`src/rtl/define.vh`:
```
// Shared instruction-format codes and widths for the immediate generator.
`ifndef IMM_GEN_DEFINE_VH
`define IMM_GEN_DEFINE_VH

`define INST_WIDTH      32
`define INST_TYPE_WIDTH 3

`define INST_TYPE_R     3'd0
`define INST_TYPE_I     3'd1
`define INST_TYPE_S     3'd2
`define INST_TYPE_SB    3'd3
`define INST_TYPE_U     3'd4
`define INST_TYPE_JAL   3'd5
`define INST_TYPE_JALR  3'd6

`endif

```
`src/rtl/imm_gen_pipe_pkg.sv`:
```
// Typed views of the shared format codes for the immediate pipe.
package imm_gen_pipe_pkg;
`include "define.vh"

  typedef logic [`INST_WIDTH-1:0]      inst_t;
  typedef logic [`INST_TYPE_WIDTH-1:0] inst_type_t;

  localparam inst_type_t TYPE_R    = `INST_TYPE_R;
  localparam inst_type_t TYPE_I    = `INST_TYPE_I;
  localparam inst_type_t TYPE_S    = `INST_TYPE_S;
  localparam inst_type_t TYPE_SB   = `INST_TYPE_SB;
  localparam inst_type_t TYPE_U    = `INST_TYPE_U;
  localparam inst_type_t TYPE_JAL  = `INST_TYPE_JAL;
  localparam inst_type_t TYPE_JALR = `INST_TYPE_JALR;

  function automatic logic is_i_like(inst_type_t t);
    return (t == TYPE_I) || (t == TYPE_JALR);
  endfunction

endpackage

```
`src/rtl/imm_gen_pipe_decode.sv`:
```
// Combinational RISC-V immediate decode with sign or zero extension.
module imm_decode
  import imm_gen_pipe_pkg::*;
#(
  parameter int XLEN     = 32,
  parameter bit SIGN_EXT = 1'b1
) (
  input  inst_t            inst,
  input  inst_type_t       typ,
  output logic [XLEN-1:0]  imm,
  output logic             illegal
);

  logic [31:0] raw;
  logic [31:0] msk;
  logic        ext;
  logic        unused_opcode;

  assign unused_opcode = ^inst[6:0];

  // every format keeps its sign in inst[31]; msk covers bits above the field
  always_comb begin
    raw     = '0;
    msk     = '0;
    illegal = 1'b0;
    unique case (1'b1)
      is_i_like(typ): begin
        raw = {20'b0, inst[31:20]};
        msk = 32'hFFFF_F000;
      end
      (typ == TYPE_S): begin
        raw = {20'b0, inst[31:25], inst[11:7]};
        msk = 32'hFFFF_F000;
      end
      (typ == TYPE_SB): begin
        raw = {19'b0, inst[31], inst[7],
               inst[30:25], inst[11:8], 1'b0};
        msk = 32'hFFFF_E000;
      end
      (typ == TYPE_U): begin
        raw = {inst[31:12], 12'b0};
        msk = 32'h0;
      end
      (typ == TYPE_JAL): begin
        raw = {11'b0, inst[31], inst[19:12],
               inst[20], inst[30:21], 1'b0};
        msk = 32'hFFE0_0000;
      end
      default: illegal = 1'b1;
    endcase
  end

  assign ext = SIGN_EXT && inst[31] && !illegal;

  assign imm = XLEN'({{32{ext}}, raw | (ext ? msk : 32'h0)});

endmodule

```
`src/rtl/imm_gen_pipe.sv`:
```
// Immediate generator: one decode stage feeding a 2-entry skid buffer.
module imm_gen_pipe
  import imm_gen_pipe_pkg::*;
#(
  parameter int XLEN     = 32,
  parameter bit SIGN_EXT = 1'b1
) (
  input  logic            clk,
  input  logic            rst_n,
  input  logic            in_valid,
  output logic            in_ready,
  input  inst_t           in_instruction,
  input  inst_type_t      in_type,
  input  logic            flush,
  output logic            out_valid,
  input  logic            out_ready,
  output logic [XLEN-1:0] out_immediate,
  output inst_type_t      out_type,
  output logic            out_illegal
);

  logic [XLEN-1:0] dec_imm;
  logic            dec_ill;

  logic            skid_valid;
  logic [XLEN-1:0] skid_imm;
  inst_type_t      skid_type;
  logic            skid_ill;
  logic            rdy_q;

  logic in_fire;
  logic out_fire;
  logic ov_nxt;
  logic sv_nxt;
  logic ld_out;
  logic mv_skid;
  logic ld_skid;

  imm_decode #(
    .XLEN     (XLEN),
    .SIGN_EXT (SIGN_EXT)
  ) u_dec (
    .inst    (in_instruction),
    .typ     (in_type),
    .imm     (dec_imm),
    .illegal (dec_ill)
  );

  assign in_ready = rdy_q;
  assign in_fire  = in_valid && rdy_q;
  assign out_fire = out_valid && out_ready;

  // skid_valid implies out_valid, so the first branch with skid_valid is a pop
  always_comb begin
    ov_nxt  = out_valid;
    sv_nxt  = skid_valid;
    ld_out  = 1'b0;
    mv_skid = 1'b0;
    ld_skid = 1'b0;
    if (flush) begin
      ov_nxt = 1'b0;
      sv_nxt = 1'b0;
    end else if (!out_valid || out_fire) begin
      if (skid_valid) begin
        mv_skid = 1'b1;
        sv_nxt  = 1'b0;
        ov_nxt  = 1'b1;
      end else if (in_fire) begin
        ld_out = 1'b1;
        ov_nxt = 1'b1;
      end else begin
        ov_nxt = 1'b0;
      end
    end else if (in_fire) begin
      ld_skid = 1'b1;
      sv_nxt  = 1'b1;
    end
  end

  always_ff @(posedge clk or negedge rst_n) begin
    if (!rst_n) begin
      out_valid     <= 1'b0;
      out_immediate <= '0;
      out_type      <= '0;
      out_illegal   <= 1'b0;
      skid_valid    <= 1'b0;
      skid_imm      <= '0;
      skid_type     <= '0;
      skid_ill      <= 1'b0;
      rdy_q         <= 1'b0;
    end else begin
      out_valid  <= ov_nxt;
      skid_valid <= sv_nxt;
      rdy_q      <= !sv_nxt;
      if (ld_out) begin
        out_immediate <= dec_imm;
        out_type      <= in_type;
        out_illegal   <= dec_ill;
      end else if (mv_skid) begin
        out_immediate <= skid_imm;
        out_type      <= skid_type;
        out_illegal   <= skid_ill;
      end
      if (ld_skid) begin
        skid_imm  <= dec_imm;
        skid_type <= in_type;
        skid_ill  <= dec_ill;
      end
    end
  end

endmodule

```
`config.mk`:
```
export PLATFORM = sky130hd
export DESIGN_NAME = imm_gen_pipe
export DESIGN_NICKNAME = d
export VERILOG_FILES = /design/src/rtl/imm_gen_pipe_pkg.sv /design/src/rtl/imm_gen_pipe_decode.sv /design/src/rtl/imm_gen_pipe.sv
export VERILOG_INCLUDE_DIRS = /design/src /design/src/rtl
export SDC_FILE = /design/constraint.sdc
export NUM_CORES = 1
export LEC_CHECK = 0
export ABC_CLOCK_PERIOD_IN_PS = 4200
export BUFFER_PORTS_ARGS = -buffer_cell sky130_fd_sc_hd__buf_2
export CAP_MARGIN = 40
export CORE_MARGIN = 2
export CORE_UTILIZATION = 45
export CTS_CLUSTER_DIAMETER = 80
export CTS_CLUSTER_SIZE = 30
export DETAILED_ROUTE_END_ITERATION = 8
export GPL_ROUTABILITY_DRIVEN = 0
export PLACE_DENSITY_LB_ADDON = 0.1
export RECOVER_POWER = 50
export SLEW_MARGIN = 20
export SYNTH_ARGS = -nofsm -noshare
export SYNTH_HDL_FRONTEND = slang
export SYNTH_SLANG_ARGS = --single-unit
```
`constraint.sdc`:
```
create_clock -name clk -period 4.2 [get_ports clk]
set_clock_uncertainty 0.1 [all_clocks]
set_input_delay 0.21 -clock clk [delete_from_list [all_inputs] [get_ports clk]]
set_output_delay 0.21 -clock clk [all_outputs]
set_load 0.02 [all_outputs]
```
; Yosys cells after proc, flatten, opt, wreduce, memory -nomap -nowiden
; Cells that the tools add are included.
[classes]
bitwise = 1
reduce_logical = 11
muxes = 25
n_eq_ne = 6
[ops]
columns = op, count
row1 = 32-bit case mux with 5 select lines, 1
row2 = 32-bit 2-to-1 mux, 3
row3 = 32-bit case mux with 3 select lines, 1
row4 = 32-bit OR, 1
row5 = 1-bit 2-to-1 mux, 18
row6 = "3-bit == test, second input constant", 3
row7 = "3-bit by 2-bit == test with 1-bit output, second input constant", 2
row8 = 3-bit 2-to-1 mux, 2
row9 = 5-bit OR reduction, 1
row10 = 2-bit nonzero test, 2
row11 = "3-bit by 1-bit == test with 1-bit output, second input constant", 1
row12 = 1-bit logical AND, 3
row13 = 1-bit zero test, 2
row14 = 1-bit logical OR, 2
row15 = 2-bit OR reduction, 1
[word_totals]
wordCells = 52
output_inout_bits = 38
inputBits = 40
reg_bits = 75

; Logic depth before layout (Yosys ltp)
; Gate-level depths: netlist (run 1).
[logic_depth]
depth_word = 7
ltp_mapped = 7
mapped_depth_nobuf = 4

; Modules after synthesis
; A second synthesis (run 1) with hierarchy kept.
[unflattened]
cells_unflattened = 377
area_unflattened_um2 = 4202.8
[by_module_without_submodules]
columns = mod, seq_area_each_um2, cells_each, n_inst, area_per_inst_um2
row1 = imm_gen_pipe, 1876.8, 303, 1, 3786.1
row2 = imm_decode, 0.0, 74, 1, 416.6

; Least setup slack after synthesis (run 1)
; Ideal clock, no wire load.
[synth_timing]
kind = register to register
from = register rdy_q (netlist: in_ready)
to = register out_immediate[18]
setup_time_ns = 0.126
period_less_slack_ns = 1.813
path_slack_ns = 2.387
t_arrival_ns = 1.587
required_time_ns = 3.974
n_path_buf = 2
stages_incl_launch_ff = 7
cell_sequence = dfrtp_1 > nand2_1 > or4_1 > buf_4 > buf_6 > a211oi_1 > o21ai_1
[synth_via]
elab_chain_len = 6
word_cells_on_any_way = 7
classes_between = 5 x mux / 2 x reduce/logical
[synth_rtl]
columns = item, line_no
row1 = "start, declared", imm_gen_pipe.sv:29  ; logic rdy_q;
row2 = "start signal, assigned", imm_gen_pipe.sv:94  ; rdy_q <= !sv_nxt;
row3 = 1-bit logical AND *, imm_gen_pipe.sv:50  ; assign in_fire = in_valid && rdy_q;
row4 = 1-bit 2-to-1 mux *, imm_gen_pipe.sv:68  ; end else if (in_fire) begin
row5 = 1-bit 2-to-1 mux *, imm_gen_pipe.sv:64  ; if (skid_valid) begin
row6 = 1-bit 2-to-1 mux *, imm_gen_pipe.sv:63  ; end else if (!out_valid || out_fire) begin
row7 = 1-bit 2-to-1 mux *, imm_gen_pipe.sv:60  ; if (flush) begin
row8 = 32-bit 2-to-1 mux or 2-bit nonzero test (tied branches), --
row9 = "end signal, assigned", imm_gen_pipe.sv:96  ; out_immediate <= dec_imm;
row10 = "end signal, assigned", imm_gen_pipe.sv:100  ; out_immediate <= skid_imm;
row11 = "end, declared", imm_gen_pipe.sv:17  ; output logic [XLEN-1:0] out_immediate,
; Mark *: on every way between the ends. The rest lies on a longest branch, timed or not.
; A chain may end at the register's enable or synchronous reset.

; Final worst setup path (run 1)
[layout_timing]
from = register out_valid
to = register out_illegal
[layout_via]
elab_chain_len = 5
word_cells_on_any_way = 9
classes_between = 5 x mux / 4 x reduce/logical
[layout_rtl]
columns = item, line_no
row1 = "start, declared", imm_gen_pipe.sv:15  ; output logic out_valid,
row2 = "start signal, assigned", imm_gen_pipe.sv:92  ; out_valid <= ov_nxt;
row3 = 1-bit zero test or 1-bit logical AND (tied branches), "imm_gen_pipe.sv:63, imm_gen_pipe.sv:51"
row4 = 1-bit logical OR *, imm_gen_pipe.sv:63
row5 = 1-bit 2-to-1 mux, imm_gen_pipe.sv:63
row6 = 1-bit 2-to-1 mux, imm_gen_pipe.sv:60
row7 = 1-bit 2-to-1 mux or 2-bit nonzero test (tied branches), --
row8 = "end signal, assigned", imm_gen_pipe.sv:98  ; out_illegal <= dec_ill;
row9 = "end signal, assigned", imm_gen_pipe.sv:102  ; out_illegal <= skid_ill;
row10 = "end, declared", imm_gen_pipe.sv:19  ; output logic out_illegal
; Marked as above.

==> flow_summary.json, run 1 <==
{
  "status": "complete, no violations",
  "synth_cell_type_count": 40,
  "io_pins": 78,
  "maxSlewHeadroom": 0.0639,
  "dpl_cell_area_um2": 4020,
  "worstSetupStartpoint": "out_valid",
  "rows": 32,
  "wl_met1_mm": 4.07,
  "vdd_ir_drop_max_uv": 219,
  "die-area_um2": 8660,
  "dp_hpwl_mm": 5.53,
  "min_path_type": "in -> reg",
  "power_density_nw_per_um2": 508,
  "path_class": "reg -> reg",
  "slew_viol_final": 0,
  "synth.avg_cell_area_um2": 9.37,
  "synth.top_cells.by_area": "dfrtp_1, nand2_1, o21ai_0, a21oi_1, nor2_1",
  "crit_path_cell_trace": "and2b_4 -> nor4_4 -> buf_6 -> buf_4 -> nor2_1 -> o31ai_1",
  "grt_pass1_vias": 2695,
  "design_area_um2": 4280,
  "grt_overflow": 0,
  "start_util": 0.464,
  "dp_cells": 531,
  "drive_above_1_share": 0.217,
  "ff2ff_setup_slack_ns": 2.11,
  "synth.most_common_cell": "dfrtp_1",
  "wl_met2_mm": 4.00,
  "cap_violations": 0,
  "syn-num-nets": 421,
  "drt-total-wl_mm": 8.50,
  "arrival_ns": 2.23,
  "clk_pin_slew_worst_paths_ns": 0.08,
  "die_x_um": 93.1,
  "ant_nets": 0,
  "whs_ns": 0.0257,
  "reg2regPathDepth": 6,
  "crit_path_start_kind": "register",
  "antenna_found_initial": 0,
  "synth_edf_count": 0,
  "core_um2": 7690,
  "drtIter0Drc": 129,
  "rr_startpoint": "out_valid",
  "fin_nets": 481,
  "hold_violations": 0,
  "fin_crit_sh": 0.497,
  "via_per_inst": 5.41,
  "setup_viol": 0,
  "grt_max_degree": 54,
  "met3_wirelength_um": 370,
  "ys_ff_latch": 75,
  "synth_commonest_cells": "dfrtp_1, nand2_1, o21ai_0",
  "slowest_stage": "nor4_4",
  "ctsRootBufferMaster": "clkbuf_8",
  "cp_max_fo": 22,
  "crit_end": "out_illegal",
  "ys_async_sr_fraction": 1.00,
  "antenna_cells": 0,
  "remaining_drc_errors": 0,
  "grt_pass1_wl_mm": 13.9,
  "cts.path.max_buffers": 2,
  "die_h_um": 93.1,
  "htreeDepth": 3,
  "p_total_mw": 2.17,
  "grt_usage": 0.202,
  "netlist_area_um2": 3570,
  "worst_ep_required_time_ns": 4.34,
  "top_layer_used": "met4",
  "rsz0062_at_grt": "no",
  "clock_latency_ns": 0.34,
  "post_cts_buffers": 0,
  "cts_resized": 0,
  "finalSetupTns_ns": 0,
  "synthCells": 381,
  "cts_hold_buf": 1,
  "cts_sinks": 75,
  "fin_cells": 548,
  "ys.flop_type": "dfrtp_1",
  "area_growth_pct": 19.8,
  "wl_per_cell_um": 15.5,
  "synth_top_area_cell": "dfrtp_1",
  "worstSetupEndpointType": "register",
  "cts_buffers": 9,
  "max_stage_delay_ns": 0.46,
  "cellLeakagePower_nw": 1.96,
  "achievable-frequency_mhz": 479,
  "cts_tree": "built",
  "vias": 2963,
  "tightest_slew_ns": 1.40,
  "yosysSeqAreaShare": 0.526,
  "synth_top_area_frac": 0.526,
  "min_period_ns": 2.09,
  "io_buffers": 70,
  "r2r-end": "out_illegal",
  "yosys_warnings": 0,
  "drt_first_pass_iters": 4
}
==> routing by layer <==
metal  vias to the layer above  GRT usage
li1                       1469          -
met1                      1423      0.295
met2                        66      0.308
met3                         5     0.0379
met4                         0     0.0588
met5                         -          0
==> final cells by class <==
class	instances	area (um2)
fill	762	3410
sequential	75	1880
multi-input combinational	267	1530
timing repair buffer	81	445
clock buffer	10	138
clock inverter	6	136
tap	102	128
inverter	7	26.3
==> metrics by stage <==
stage               utilization  setup WS (ns)
finish                    0.556           2.11
CTS                       0.559           2.11
global placement          0.513           1.84
detailed placement        0.522           2.14
global route              0.556           1.99
floorplan                     -           2.39
==> kinds of logic (layout without fill, tap and decap cells) <==
family / after synthesis / in the layout / share of synthesized area
and+or+nand+nor: 127 / 127 / 0.171
muxes: 10 / 10 / 0.0295
AOI/OAI and AO/OA: 130 / 130 / 0.223
DFF: 75 / 75 / 0.526
buffers and inverters: 39 / 104 / 0.0505
==> critical path, delay by kind of cell (launching register included) <==
family                 cells  cell delay (ns)
buffers and inverters      2             0.51
DFF                        1             0.40
AOI/OAI and AO/OA          1             0.25
and+or+nand+nor            3             0.72
==> flip-flops by register name (all words and copies together), names as in the netlist <==
signal,flops
skid_valid,1
out_valid,1
out_immediate,32
skid_type,3
skid_imm,32
in_ready,1
out_illegal,1
skid_ill,1
out_type,3
==> where the power goes <==
| group | switching, mW | total (mW) | internal, mW | leakage, nW |
|---|---|---|---|---|
| combinational | 0.298 | 0.466 | 0.168 | 0.876 |
| clock | 0.280 | 0.753 | 0.472 | 0.133 |
| sequential | 0.0779 | 0.954 | 0.876 | 0.949 |
==> worst min path at each step <==
stage | start | end | slack (ns) | depth (start not counted)
final | flush | out_valid | 0.03 | 2
after global routing | in_instruction[29] | skid_imm[9] | 0.05 | 2
after CTS | flush | out_valid | 0.02 | 2
after detailed placement | rst_n | out_immediate[14] | 0.04 | 1
after global placement | rst_n | out_immediate[14] | 0.33 | 1
after floorplan | rst_n | in_ready | -0.19 | 0
==> cell usage in the layout, fill, tap and decap left out, drive strengths merged, types with 3 or more instances in the layout <==
master / count
a31oi: 8
and4b: 4
dfrtp: 75
a22o: 6
or3: 3
inv: 7
and2b: 3
mux2: 4
clkbuf: 27
nor2: 20
nand2b: 3
bufinv: 4
a21oi: 31
nor3: 3
o21ai: 63
nand4: 6
nand2: 66
and3: 7
buf: 63
a211oi: 14
mux2i: 6
nand3: 4
a221oi: 4
Power figures use the tool's default switching activity.
==> run 2, diff against run 1 <==
--- a/config.mk
+++ b/config.mk
@@ -6,7 +6,8 @@
 export SDC_FILE = /design/constraint.sdc
 export NUM_CORES = 1
 export LEC_CHECK = 0
-export ABC_CLOCK_PERIOD_IN_PS = 4200
+export ABC_AREA = 1
+export ABC_CLOCK_PERIOD_IN_PS = 2000
 export BUFFER_PORTS_ARGS = -buffer_cell sky130_fd_sc_hd__buf_2
 export CAP_MARGIN = 40
 export CORE_MARGIN = 2
==> constraint.sdc (replaced) <==
create_clock -name clk -period 2 [get_ports clk]
set_clock_uncertainty 0.1 [all_clocks]
set_input_delay 0.1 -clock clk [delete_from_list [all_inputs] [get_ports clk]]
set_output_delay 0.1 -clock clk [all_outputs]
set_load 0.02 [all_outputs]
==> run 2 against run 1 <==
  * Sequential power increased by 120%
  * Synthesized area is 1.3% higher
  * Fmax up 11%
  * Count of clock-buffer cells in the layout decreased by 1
  * Die area is 1.2% higher
==> flow_summary.json, run 2 <==
{
  "core_um2": 7770,
  "antenna_cells": 0,
  "area_growth_pct": 24.1,
  "achievable-frequency_mhz": 531,
  "drt_first_pass_iters": 6,
  "drive_above_1_share": 0.166,
  "ant_nets": 0,
  "grt_pass1_wl_mm": 15.2,
  "fin_nets": 594,
  "top_regs": "out_immediate x32, skid_imm x32",
  "synth_top_area_cell": "dfrtp_1",
  "rows": 32,
  "vias": 3380,
  "path_class": "reg -> reg",
  "cellLeakagePower_nw": 2.28,
  "dpl_cell_area_um2": 4070,
  "ys.flop_type": "dfrtp_1",
  "start_util": 0.465,
  "final_cell_mix": "nand2_1, dfrtp_1, o21ai_0, buf_2, nand3_1",
  "remaining_drc_errors": 0,
  "design_area_um2": 4490,
  "yosysSeqAreaShare": 0.519,
  "syn-num-nets": 506,
  "synth.most_common_cell": "nand2_1",
  "ff2ff_setup_slack_ns": 0.12,
  "power_density_nw_per_um2": 999,
  "hold_violations": 0,
  "finalSetupTns_ns": 0,
  "cts_tree": "built",
  "intPower_mw": 3.00,
  "drt-total-wl_mm": 8.97,
  "ys_ff_latch": 75,
  "die_h_um": 93.6,
  "synth.top_cells.by_area": "dfrtp_1, nand2_1, o21ai_0, nand3_1, inv_1",
  "grt_usage": 0.224,
  "grt_max_degree": 39,
  "cap_violations": 0,
  "holdPathEnd": "out_type[1]",
  "ctsRootBufferMaster": "clkbuf_8",
  "final_common_cell": "nand2_1",
  "worst_ep_required_time_ns": 2.14,
  "ys_async_sr_fraction": 1.00,
  "io_pins": 78,
  "netlist_area_um2": 3610,
  "dp_cells": 623,
  "antenna_found_initial": 0,
  "die_x_um": 93.6,
  "fin_cells": 661,
  "drtIter0Drc": 268,
  "r2r-end": "skid_imm[2]",
  "htreeDepth": 3,
  "synthCells": 466,
  "cts_sinks": 75,
  "synth_top_area_frac": 0.519,
  "cts.path.max_buffers": 2,
  "clk_pin_slew_worst_paths_ns": 0.08,
  "clock_latency_ns": 0.35,
  "hold_path_depth": 3,
  "fin_ws_ns": 0.117,
  "reg2regPathDepth": 8,
  "die-area_um2": 8760,
  "combPwrFrac": 0.254,
  "power_frac_clock": 0.286,
  "slew_viol_final": 0,
  "grt_overflow": 0,
  "wl_per_cell_um": 13.6,
  "synth_cell_type_count": 22,
  "yosys_warnings": 0,
  "fin_crit_sh": 0.942,
  "io_buffers": 70,
  "p_sw_mw": 1.48,
  "setup_viol": 0,
  "cts_buffers": 9,
  "rr_startpoint": "out_valid",
  "worstSetupEndpointType": "register",
  "synth_commonest_cells": "nand2_1, dfrtp_1, o21ai_0",
  "min_path_type": "in -> reg",
  "status": "complete, no violations",
  "final_util": 0.577,
  "tightest_slew_ns": 0.927,
  "min_period_ns": 1.88,
  "crit_path_start_kind": "register",
  "via_per_inst": 5.11,
  "place_ws_ns": 0.439,
  "arrival_ns": 2.03,
  "swShare": 0.330,
  "maxSlewHeadroom": 0.382,
  "synth.avg_cell_area_um2": 7.75,
  "dp_hpwl_mm": 6.08,
  "grt_pass1_vias": 3216,
  "seqPwrFrac": 0.460,
  "cp_max_fo": 35,
  "synth_edf_count": 0,
  "vdd_ir_drop_max_uv": 432,
  "hold_start": "in_type[1]"
}
-- run 2: cell types whose count changed in the layout (fill, tap and decap cells not counted), moves of 5 or more --
cell,previous run,this run
a22o_1,6,0
nor2_1,20,28
a21oi_1,31,0
and3_1,7,0
inv_1,7,33
dlygate4sd3_1,1,22
nand3_1,4,34
o211ai_1,0,7
a211oi_1,9,0
o21ai_0,48,57
a211oi_2,5,0
mux2i_1,6,0
nand2_1,66,161
-- run 2: cell families (layout without fill, tap and decap cells) --
group / Yosys count / count (layout) / share of synthesized area
simple gates: 234 / 234 / 0.269
compound gates: 93 / 93 / 0.137
flops: 75 / 75 / 0.519
buf+inv: 64 / 157 / 0.0744
-- run 2: repair_timing --
item / 4_1_cts / 5_1_grt
setup buffers: 0 / 0
endpoints found under the setup margin: 0 / 3
endpoints found under the hold margin: 56 / 0
gates resized for setup: 0 / 3
hold buffers: 22 / 0
-- run 2: metal layers --
metal,part of all wire,GRT usage,wire [um],vias to the layer above
met4,0.027,0.107,246,0
met2,0.45,0.350,4050,100
met3,0.046,0.0338,417,22
met1,0.47,0.307,4260,1578
met5,0,0,0,-
li1,-,-,-,1680
-- run 2: worst max-delay path, cell delays in order (launching register included) --
cell and delay [ns]:
dfrtp_1 0.39, nand2_2 0.11, inv_1 0.06, nand2_1 0.09, clkinv_1 0.12, buf_12 0.19, nor2_1 0.10, a31oi_1 0.05
dlygate4sd3_1 0.56
-- run 2: layout make-up --
class,instances,area [um2]
clock inverter,7,92.6
timing repair buffer,105,662
tap,102,128
multi-input combinational,327,1470
fill,775,3280
inverter,36,135
clock buffer,9,124
sequential,75,1880
-- run 2: through the flow --
stage	hold slack (ns)	total power, mW
2_1_floorplan	-0.296	2.80
3_3_place_gp	0.00868	3.16
3_5_place_dp	0.00288	3.20
4_1_cts	0.00408	4.55
5_1_grt	0.0389	4.77
6_report	0.0200	4.48
-- run 2: worst max-delay path by stage --
stage	startpoint	slack (ns)	end
floorplan	in_ready	0.58	out_illegal
global placement	in_type[0]	0.47	out_immediate[31]
detailed placement	in_type[0]	0.44	out_immediate[31]
CTS	in_ready	0.07	skid_imm[2]
global route	out_valid	-0.008	skid_imm[2]
finish	out_valid	0.12	skid_imm[2]
-- run 2: power by group through the flow --
stage | logic, mW | registers (mW) | clock network, mW
floorplan | 0.515 | 2.29 | 0
global placement | 1.08 | 2.07 | 0
detailed placement | 1.11 | 2.09 | 0
CTS | 1.17 | 2.06 | 1.32
global route | 1.29 | 2.11 | 1.36
finish | 1.14 | 2.06 | 1.28
==> run 3, diff against run 2 <==
--- a/config.mk
+++ b/config.mk
@@ -11,7 +11,7 @@
 export BUFFER_PORTS_ARGS = -buffer_cell sky130_fd_sc_hd__buf_2
 export CAP_MARGIN = 40
 export CORE_MARGIN = 2
-export CORE_UTILIZATION = 45
+export CORE_UTILIZATION = 50
 export CTS_CLUSTER_DIAMETER = 80
 export CTS_CLUSTER_SIZE = 30
 export DETAILED_ROUTE_END_ITERATION = 8
==> run 3 against run 2 <==
  * Cell area shrank 0.89%
  * Critical path type unchanged
  * Critical endpoint is now out_immediate[9]
  * Via count down 1.2%
  * Count of clock-buffer cells in the layout grew 3
  * Sequential share of layout area increased by 0.38 points
  * Clock power about the same
  * Power is 0.28% lower
  * Core utilization rose by 6.6 points
  * Flip-flop and latch count is the same
  * Global-route usage rose by 1.9 points
==> flow_summary.json, run 3 (same netlist as run 2, synthesis figures left out) <==
{
  "drive_above_1_share": 0.158,
  "design_area_um2": 4450,
  "antenna_found_initial": 0,
  "cts_sinks": 75,
  "grt_max_degree": 40,
  "cellLeakagePower_nw": 2.27,
  "io_buffers": 70,
  "min_path_type": "in -> reg",
  "maxSlewHeadroom": 0.335,
  "core_um2": 6910,
  "io_pins": 78,
  "ff2ff_setup_slack_ns": 0.44,
  "power_density_nw_per_um2": 1000,
  "fin_nets": 591,
  "drt_first_pass_iters": 4,
  "grt_overflow": 0,
  "post_cts_buffers": 0,
  "worstSetupStartpoint": "out_valid",
  "die-area_um2": 7920,
  "dp_cells": 617,
  "cp_max_fo": 32,
  "place_ws_ns": 0.435,
  "slew_viol_final": 0,
  "rows": 30,
  "reg2regPathDepth": 7,
  "grt_usage": 0.243,
  "fin_cells": 652,
  "drt-total-wl_mm": 8.92,
  "final_common_cell": "nand2_1",
  "top_regs": "out_immediate x32, skid_imm x32",
  "antenna_cells": 0,
  "cts.path.max_buffers": 2,
  "status": "complete, no violations",
  "crit_path_start_kind": "register",
  "hold_violations": 0,
  "start_util": 0.523,
  "multi_input_area_um2": 1470,
  "dp_hpwl_mm": 5.99,
  "final_cell_mix": "nand2_1, dfrtp_1, o21ai_0, buf_2, nand3_1",
  "achievable-frequency_mhz": 642,
  "clock_latency_ns": 0.35,
  "via_per_inst": 5.12,
  "drtIter0Drc": 332,
  "cap_violations": 0,
  "path_class": "reg -> reg",
  "fillers": 664,
  "dpl_cell_area_um2": 4060,
  "vias": 3341,
  "cts_buffers": 9,
  "grt_pass1_wl_mm": 14.8,
  "r2r-end": "out_immediate[9]",
  "clk_pin_slew_worst_paths_ns": 0.08,
  "regArea_um2": 1880,
  "rr_startpoint": "out_valid",
  "finalSetupTns_ns": 0,
  "fin_ws_ns": 0.442,
  "fin_crit_sh": 0.779,
  "wl_per_cell_um": 13.7,
  "cts_tree": "built",
  "ant_nets": 0,
  "ctsRootBufferMaster": "clkbuf_8",
  "vdd_ir_drop_max_uv": 630,
  "grt_pass1_vias": 3185,
  "tightest_slew_ns": 0.998,
  "min_period_ns": 1.56,
  "die_x_um": 89.0,
  "crit_end": "out_immediate[9]",
  "die_h_um": 89.0,
  "worst_ep_required_time_ns": 2.13,
  "arrival_ns": 1.69,
  "area_growth_pct": 23.0,
  "setup_viol": 0,
  "rsz0062_at_grt": "no",
  "htreeDepth": 3,
  "remaining_drc_errors": 0,
  "worstSetupEndpointType": "register"
}
run 3: cell count changes in the layout (fill, tap and decap cells not counted), sizes merged:
cell,delta
dlygate4sd3,-3
clkbuf,+4
clkinvlp,-3
buf,-1
run 3: how the worst min path moves through the flow:
stage	from	to	slack [ns]	cells after the start
CTS	in_instruction[26]	skid_imm[6]	0.0007	3
global route	in_instruction[9]	skid_imm[2]	0.03	5
global placement	rst_n	in_ready	0.008	1
floorplan	rst_n	in_ready	-0.30	0
finish	in_instruction[10]	skid_imm[3]	0.01	5
detailed placement	rst_n	in_ready	0.01	1
run 3: metrics by stage:
step / hold slack [ns] / power, mW / util
2_1_floorplan: -0.296 / 2.80 / -
3_3_place_gp: 0.00835 / 3.15 / 0.588
3_5_place_dp: 0.0137 / 3.20 / 0.588
4_1_cts: 0.000669 / 4.52 / 0.646
5_1_grt: 0.0298 / 4.76 / 0.644
6_report: 0.0141 / 4.47 / 0.644
run 3: routing by layer:
| layer | up-vias | part of all wire | global-route usage | routed length [um] |
|---|---|---|---|---|
| met1 | 1577 | 0.44 | 0.323 | 3950 |
| met4 | 0 | 0.013 | 0.0896 | 118 |
| met5 | - | 0 | 0 | 0 |
| met3 | 11 | 0.047 | 0.0462 | 416 |
| met2 | 79 | 0.50 | 0.400 | 4430 |
| li1 | 1674 | - | - | - |
run 3: cell type report:
class	instances	area share
well taps	96	0.0270
multi-input cells	327	0.330
clock inverters	4	0.0166
clock buffers	12	0.0326
inverters	36	0.0304
flip-flops and latches	75	0.422
repair buffers	102	0.142
run 3: repair_timing:
item                      in CTS  in global routing
hold buffers                  18                  1
resized for setup              0                  0
hold endpoints to repair      55                  1
run 3: critical path, cell delays in order (launching register included):
cell      delay (ns)
dfrtp_1         0.38
nand2_1         0.15
nand2_1         0.08
nor2_2          0.10
buf_4           0.32
nand2_1         0.10
o211ai_1        0.11
nand2_1         0.08
run 3: report_power, final:
| part | internal (mW) | total, mW | switching (mW) |
|---|---|---|---|
| sequential | 1.90 | 2.06 | 0.168 |
| clock | 0.738 | 1.29 | 0.555 |
| combinational | 0.389 | 1.11 | 0.721 |
| total | 3.02 | 4.47 | 1.44 |
